**src/rtl/serial_adder.sv**
```systemverilog
// Bit-serial LSB-first adder around one full_adder cell; optional signed overflow via SERIAL_ADDER_OVF_EN.
// Latency: operands accepted at edge N give out_valid after edge N+WIDTH; one add per WIDTH+2 cycles.
// Backpressure: in_ready only in IDLE; the result is held in DONE until out_ready, with no timeout.

module full_adder (
  input  logic a,
  input  logic b,
  input  logic c,
  output logic sum,
  output logic carry
);
  assign sum   = a ^ b ^ c;
  assign carry = (a & b) | (c & (a ^ b));
endmodule

module serial_adder #(
  parameter int WIDTH = 8
) (
  input  logic             clk,
  input  logic             rst_n,
  input  logic             in_valid,
  output logic             in_ready,
  input  logic [WIDTH-1:0] a,
  input  logic [WIDTH-1:0] b,
  input  logic             cin,
  output logic             out_valid,
  input  logic             out_ready,
  output logic [WIDTH-1:0] sum,
  output logic             cout,
`ifdef SERIAL_ADDER_OVF_EN
  output logic             ovf,
`endif
  output logic             busy
);
  localparam int CNT_W = $clog2(WIDTH + 1);
  localparam logic [CNT_W-1:0] LAST = CNT_W'(WIDTH - 1);

  typedef enum logic [1:0] {S_IDLE, S_RUN, S_DONE} state_t;

  state_t             state_q, state_d;
  logic [WIDTH-1:0]   a_sh_q, a_sh_d;
  logic [WIDTH-1:0]   b_sh_q, b_sh_d;
  logic [WIDTH-1:0]   res_q, res_d;
  logic [WIDTH-1:0]   sum_q, sum_d;
  logic               carry_q, carry_d;
  logic               cout_q, cout_d;
  logic [CNT_W-1:0]   cnt_q, cnt_d;
  logic               fa_sum, fa_carry;
`ifdef SERIAL_ADDER_OVF_EN
  logic               ovf_q, ovf_d;
`endif

  full_adder u_fa (
    .a     (a_sh_q[0]),
    .b     (b_sh_q[0]),
    .c     (carry_q),
    .sum   (fa_sum),
    .carry (fa_carry)
  );

  always_comb begin
    state_d = state_q;
    a_sh_d  = a_sh_q;
    b_sh_d  = b_sh_q;
    res_d   = res_q;
    sum_d   = sum_q;
    carry_d = carry_q;
    cout_d  = cout_q;
    cnt_d   = cnt_q;
`ifdef SERIAL_ADDER_OVF_EN
    ovf_d   = ovf_q;
`endif
    case (state_q)
      S_IDLE: begin
        if (in_valid) begin
          a_sh_d  = a;
          b_sh_d  = b;
          carry_d = cin;
          cnt_d   = '0;
          state_d = S_RUN;
        end
      end
      S_RUN: begin
        a_sh_d  = a_sh_q >> 1;
        b_sh_d  = b_sh_q >> 1;
        res_d   = (res_q >> 1) | (WIDTH'(fa_sum) << (WIDTH - 1));
        carry_d = fa_carry;
        cnt_d   = cnt_q + CNT_W'(1);
        if (cnt_q == LAST) begin
          // Result registers are separate from res so sum/cout stay put during the next RUN.
          sum_d   = res_d;
          cout_d  = fa_carry;
`ifdef SERIAL_ADDER_OVF_EN
          ovf_d   = carry_q ^ fa_carry;
`endif
          state_d = S_DONE;
        end
      end
      S_DONE: begin
        if (out_ready) state_d = S_IDLE;
      end
      default: state_d = S_IDLE;
    endcase
  end

  always_ff @(posedge clk or negedge rst_n) begin
    if (!rst_n) begin
      state_q <= S_IDLE;
      a_sh_q  <= '0;
      b_sh_q  <= '0;
      res_q   <= '0;
      sum_q   <= '0;
      carry_q <= 1'b0;
      cout_q  <= 1'b0;
      cnt_q   <= '0;
`ifdef SERIAL_ADDER_OVF_EN
      ovf_q   <= 1'b0;
`endif
    end else begin
      state_q <= state_d;
      a_sh_q  <= a_sh_d;
      b_sh_q  <= b_sh_d;
      res_q   <= res_d;
      sum_q   <= sum_d;
      carry_q <= carry_d;
      cout_q  <= cout_d;
      cnt_q   <= cnt_d;
`ifdef SERIAL_ADDER_OVF_EN
      ovf_q   <= ovf_d;
`endif
    end
  end

  assign in_ready  = (state_q == S_IDLE);
  assign busy      = (state_q == S_RUN);
  assign out_valid = (state_q == S_DONE);
  assign sum       = sum_q;
  assign cout      = cout_q;
`ifdef SERIAL_ADDER_OVF_EN
  assign ovf       = ovf_q;
`endif

endmodule
```
**config.mk**
```make
export PLATFORM = sky130hd
export DESIGN_NAME = serial_adder
export DESIGN_NICKNAME = d
export VERILOG_FILES = /design/src/rtl/serial_adder.sv
export SDC_FILE = /design/constraint.sdc
export NUM_CORES = 1
export LEC_CHECK = 0
export CAP_MARGIN = 20
export CORE_MARGIN = 5
export CORE_UTILIZATION = 47
export CTS_BUF_LIST = sky130_fd_sc_hd__clkbuf_4
export CTS_CLUSTER_SIZE = 12
export DETAILED_ROUTE_END_ITERATION = 8
export PLACE_DENSITY = 0.78
export SLEW_MARGIN = 5
export SYNTH_ARGS = -nofsm -noshare
export SYNTH_HDL_FRONTEND = slang
export SYNTH_SLANG_ARGS = --single-unit
```
**constraint.sdc**
```tcl
create_clock -name clk -period 4.4 [get_ports clk]
set_clock_uncertainty 0.05 [all_clocks]
set_input_delay 0.88 -clock clk [delete_from_list [all_inputs] [get_ports clk]]
set_output_delay 0.88 -clock clk [all_outputs]
set_load 0.005 [all_outputs]
```
# ---- Yosys cells after proc, flatten, opt, wreduce, memory -nomap -nowiden
# Index checks and enable logic that the tools add are counted.
dict set report word_totals {
  out_inout_bits 12
  ff_bits 40
  in_bits 21
}
dict set report classes {
  reduce_logical 5
  addsub 1
  eq_ne 6
  n_bitwise 6
  mux 12
}
# cell count
set ops {}
lappend ops {{$pmux W8 S2} 2}
lappend ops {{$mux W8} 2}
lappend ops {{$or A7 B8 Y8} 1}
lappend ops {{$pmux W4 S2} 1}
lappend ops {{$mux W2} 3}
lappend ops {{$pmux W2 S3} 1}
lappend ops {{$add A4 B1 Y4 const B} 1}
lappend ops {{$eq A4 B3 Y1 const B} 1}
lappend ops {{$mux W4} 1}
lappend ops {{$ne A2 B1 Y1 const B} 2}
lappend ops {{$reduce_and A2 Y1} 2}
lappend ops {{$reduce_and A3 Y1} 1}
lappend ops {{$and A1 B1 Y1} 2}
lappend ops {{$eq A2 B1 Y1 const B} 1}
lappend ops {{$eq A2 B2 Y1 const B} 1}
lappend ops {{$logic_not A2 Y1} 1}
lappend ops {{$ne A2 B2 Y1 const B} 1}
lappend ops {{$pmux W1 S2} 1}
lappend ops {{$reduce_bool A2 Y1} 1}
lappend ops {{$xor A1 B1 Y1} 2}
lappend ops {{$mux W1} 1}
lappend ops {{$or A1 B1 Y1} 1}

# ---- Depth between registers and ports, before layout
dict set report depth {
  depth_word 4
  mapped_depth 6
  mapped_depth_nobuf 4
}

# ---- Cells and area by module
# From an unflattened synthesis, not the netlist that was laid out.
dict set report hier_totals {
  hier_cells 171
  area_unflattened_um2 1774.2
}
# mod cells_each instances area_each_um2 seq_area_each_um2
set modules_own_cells {}
lappend modules_own_cells {serial_adder 170 1 1754.2 975.9}
lappend modules_own_cells {full_adder 1 1 20.0 0.0}

# ---- Worst setup path before layout
# Ideal clock, no wire load.
dict set report synth_timing {
  kind {flip-flop to output port}
  start {register state_q[1]}
  end {output busy}
  setup_slack_ps 2414
  t_required_ps 3470
  t_arrival_ps 1056
  stages_incl_launch_ff 5
  cell_sequence {dfrtp_1 > nand2b_2 > buf_4 > inv_1 > buf_2}
}
dict set report synth_via {
  elab_chain_cells 1
}
# element line_no
set synth_rtl {}
lappend synth_rtl {{from (decl)} 40} ;# state_t state_q, state_d;
lappend synth_rtl {{from (signal assigned)} 120} ;# state_q <= state_d;
lappend synth_rtl {{$eq A2 B1 Y1} 135} ;# assign busy = (state_q == S_RUN);
lappend synth_rtl {{to (decl)} 33} ;# output logic busy
# No other way between the ends.

# ---- Worst setup path in the final report
# Ends and elaborated chain as after synthesis.

==> results.yml <==
cells_and_area:
  area_growth_pct: 22.0
  n_fill_cell: 315
  ff_latch_area_sq_um: 976
  fin_nets: 224
  multiInputGateArea_sq_um: 742
  fin_util_pct: 59.2
  drive_gt1_share_pct: 10.9
  num_antenna_cells: 0
timing:
  fmax_mhz: 279
  rsz0062_at_grt: "false"
  whs_ps: 453
  fin_crit_ps: 3580
  maxSlewHeadroom_pct: 43.0
  hold_viol: 0
  setup_viol: 0
  slew_viol_final: 0
  fin_crit_sh_pct: 81.5
  tightest_slew_ps: 855
  setup_tns_ps: 0
global_route:
  grtUsageMet2_pct: 24.0
  grt_pass1_vias: 1372
  grt-busiest-layer: "met2"
  grt_overflow: 0
  grt_max_degree: 40
  grt.met3_usage_pct: 3.65
  grtUsageTotal_pct: 15.0
  grtUsageMet1_pct: 19.6
  grt_pass1_wl_um: 6130
  antenna_found_initial: 0
routing:
  dr_total_vias: 1349
  routed_wl_um: 3520
  drc: 0
  routed_via_density: 5.40
  first_iter_violations: 87
  antenna_left: 0
  dr.pass1.iters: 5
  wire_per_inst_um: 14.1
floorplan:
  dieArea_sq_mm: 0.00511
  rows: 22
  pin_count: 33
  fp.dieW_um: 71.5
  core_sq_mm: 0.00366
  start_util_pct: 48.5
  die_height_um: 71.5
yosys:
  synthArstFlopShare_pct: 100
  synthesis.nets: 194
  syn_area_sq_mm: 0.00178
  synth_ff_type: "dfrtp_1"
  ys_seq_area_share_pct: 55.0
  avgSynthCellArea_sq_um: 10.4
  synth_edf_count: 0
  syn_inst: 171
  ys_types: 22
  ys_seq_elements: 39
  yosys_warnings: 0
power:
  total_power_mw: 1.26
  ir_drop_uv: 300
  power_density_mw_per_mm2: 581
  leakagePower_nw: 0.949
clock_tree:
  cts_tree: "built"
  path_clk_slew_ps: 100
  numCtsBuffers: 5
  cts_htree_levels: 2
  cts.sinks: 39
  holdBufCountCts: 0
  clk_latency_ps: 330
  cts-root-buf: "clkbuf_4"
  ctsResizeCount: 0
  cts_buffer_depth: 2
  cts_setup_buffers: 0
critical_path:
  endpoint_kind: "output pin"
  critPathRequiredTime_ps: 3470
  worst_r2r_path_depth: 4
  cp-startpoint: "state_q[1]$_DFFE_PN0P_"
  regToRegStartpoint: "state_q[1]$_DFFE_PN0P_"
  cp_max_fo: 24
  reg2reg_slack_ps: 2260
  critical_path_class: "reg -> out"
  arrival_ps: 2650
  r2r_end: "b_sh_q[2]$_DFFE_PN0P_"
  crit_path_start_kind: "flop"
hold_path:
  hold_path_class: "reg -> reg"
  holdPathEnd: "res_q[1]$_DFFE_PN0P_"
  holdCritStartpoint: "res_q[1]$_DFFE_PN0P_"
  hold_depth: 2
status:
  run_status: "finished clean"
place:
  gp_congestion: 0.811
  hpwl_um: 2410
  portBuffers: 32
job:
  drv_cap: 0
-- cell families (layout without fill, tap and decap cells) --
group	Yosys count	count (layout)	share of synthesized area, %
DFF	39	39	55.0
adders and majority gates	2	2	1.83
and+or+nand+nor	52	52	14.8
buffers and inverters	12	43	3.24
muxes	10	10	6.34
AOI/OAI and AO/OA	56	56	18.8
-- per-stage QoR --
stage | setup slack (ps) | cells | area [sq um]
2_1_floorplan | 2410 | 171 | 1780
3_3_place_gp | 1230 | 242 | 2110
3_5_place_dp | 1200 | 242 | 2110
4_1_cts | 795 | 250 | 2170
5_1_grt | 606 | 250 | 2170
6_report | 816 | 250 | 2170
-- state kept, by name, indices dropped and copies added (netlist names) --
register	flops
a_sh_q	8
b_sh_q	8
sum	8
res_q	7
cnt_q	4
state_q	2
carry_q	1
cout	1
-- cells in the mapped netlist (all sizes together), types with 2 or more instances --
library cell / count / area, sq um
clkbuf: 3 / 11.3
inv: 2 / 7.51
buf: 7 / 38.8
mux2: 10 / 113
nand3: 2 / 10.0
a22o: 2 / 17.5
dfrtp: 39 / 976
nor2b: 19 / 119
o21ai: 18 / 90.1
a21oi: 18 / 90.1
a22oi: 15 / 113
nor2: 3 / 11.3
nand2: 26 / 97.6
-- where the power goes --
group	internal (mW)	switching [mW]	leakage, nW
registers	0.500	0.133	0.506
logic	0.248	0.195	0.407
clock network	0.0747	0.108	0.0361
-- layout make-up --
type,instances,share of cell area (%)
Multi-Input combinational cell,120,34.3
Clock buffer,7,2.43
Sequential cell,39,45.1
Inverter,2,0.347
Tap cell,48,2.77
Clock inverter,1,0.231
Timing Repair Buffer,33,14.9
-- placed cells by master (no fill, tap or decap) --
cell type        instances
dfrtp_1                 39
clkdlybuf4s50_1         31
nand2_1                 26
nor2b_1                 19
o21ai_0                 18
a21oi_1                 18
a22oi_1                 15
mux2_2                  10
clkbuf_4                 7
nor2_1                   3
inv_1                    2
a22o_1                   2
nand3_1                  2
nand2b_2                 1
o21bai_1                 1
nor3_4                   1
o311ai_0                 1
a21o_1                   1
fa_1                     1
ha_1                     1
clkinv_2                 1
buf_2                    1
buf_4                    1
-- layer usage --
| metal | up-vias | wire [um] |
|---|---|---|
| li1 | 657 | - |
| met1 | 643 | 1520 |
| met2 | 44 | 1760 |
| met3 | 5 | 195 |
| met4 | 0 | 45 |
| met5 | - | 0 |
-- worst max-delay path by stage --
| stage | cells after the start | to | slack [ps] |
|---|---|---|---|
| global placement | 3 | busy | 1230 |
| floorplan | 4 | busy | 2410 |
| finish | 3 | busy | 820 |
| CTS | 3 | busy | 790 |
| detailed placement | 3 | busy | 1200 |
| global route | 3 | busy | 610 |
-- worst max-delay path: stages, from the launching register on --
cell             delay (ps)
dfrtp_1                 650
nand2b_2                420
inv_1                   610
clkdlybuf4s50_1         630
(Power assumes the default switching activity.)
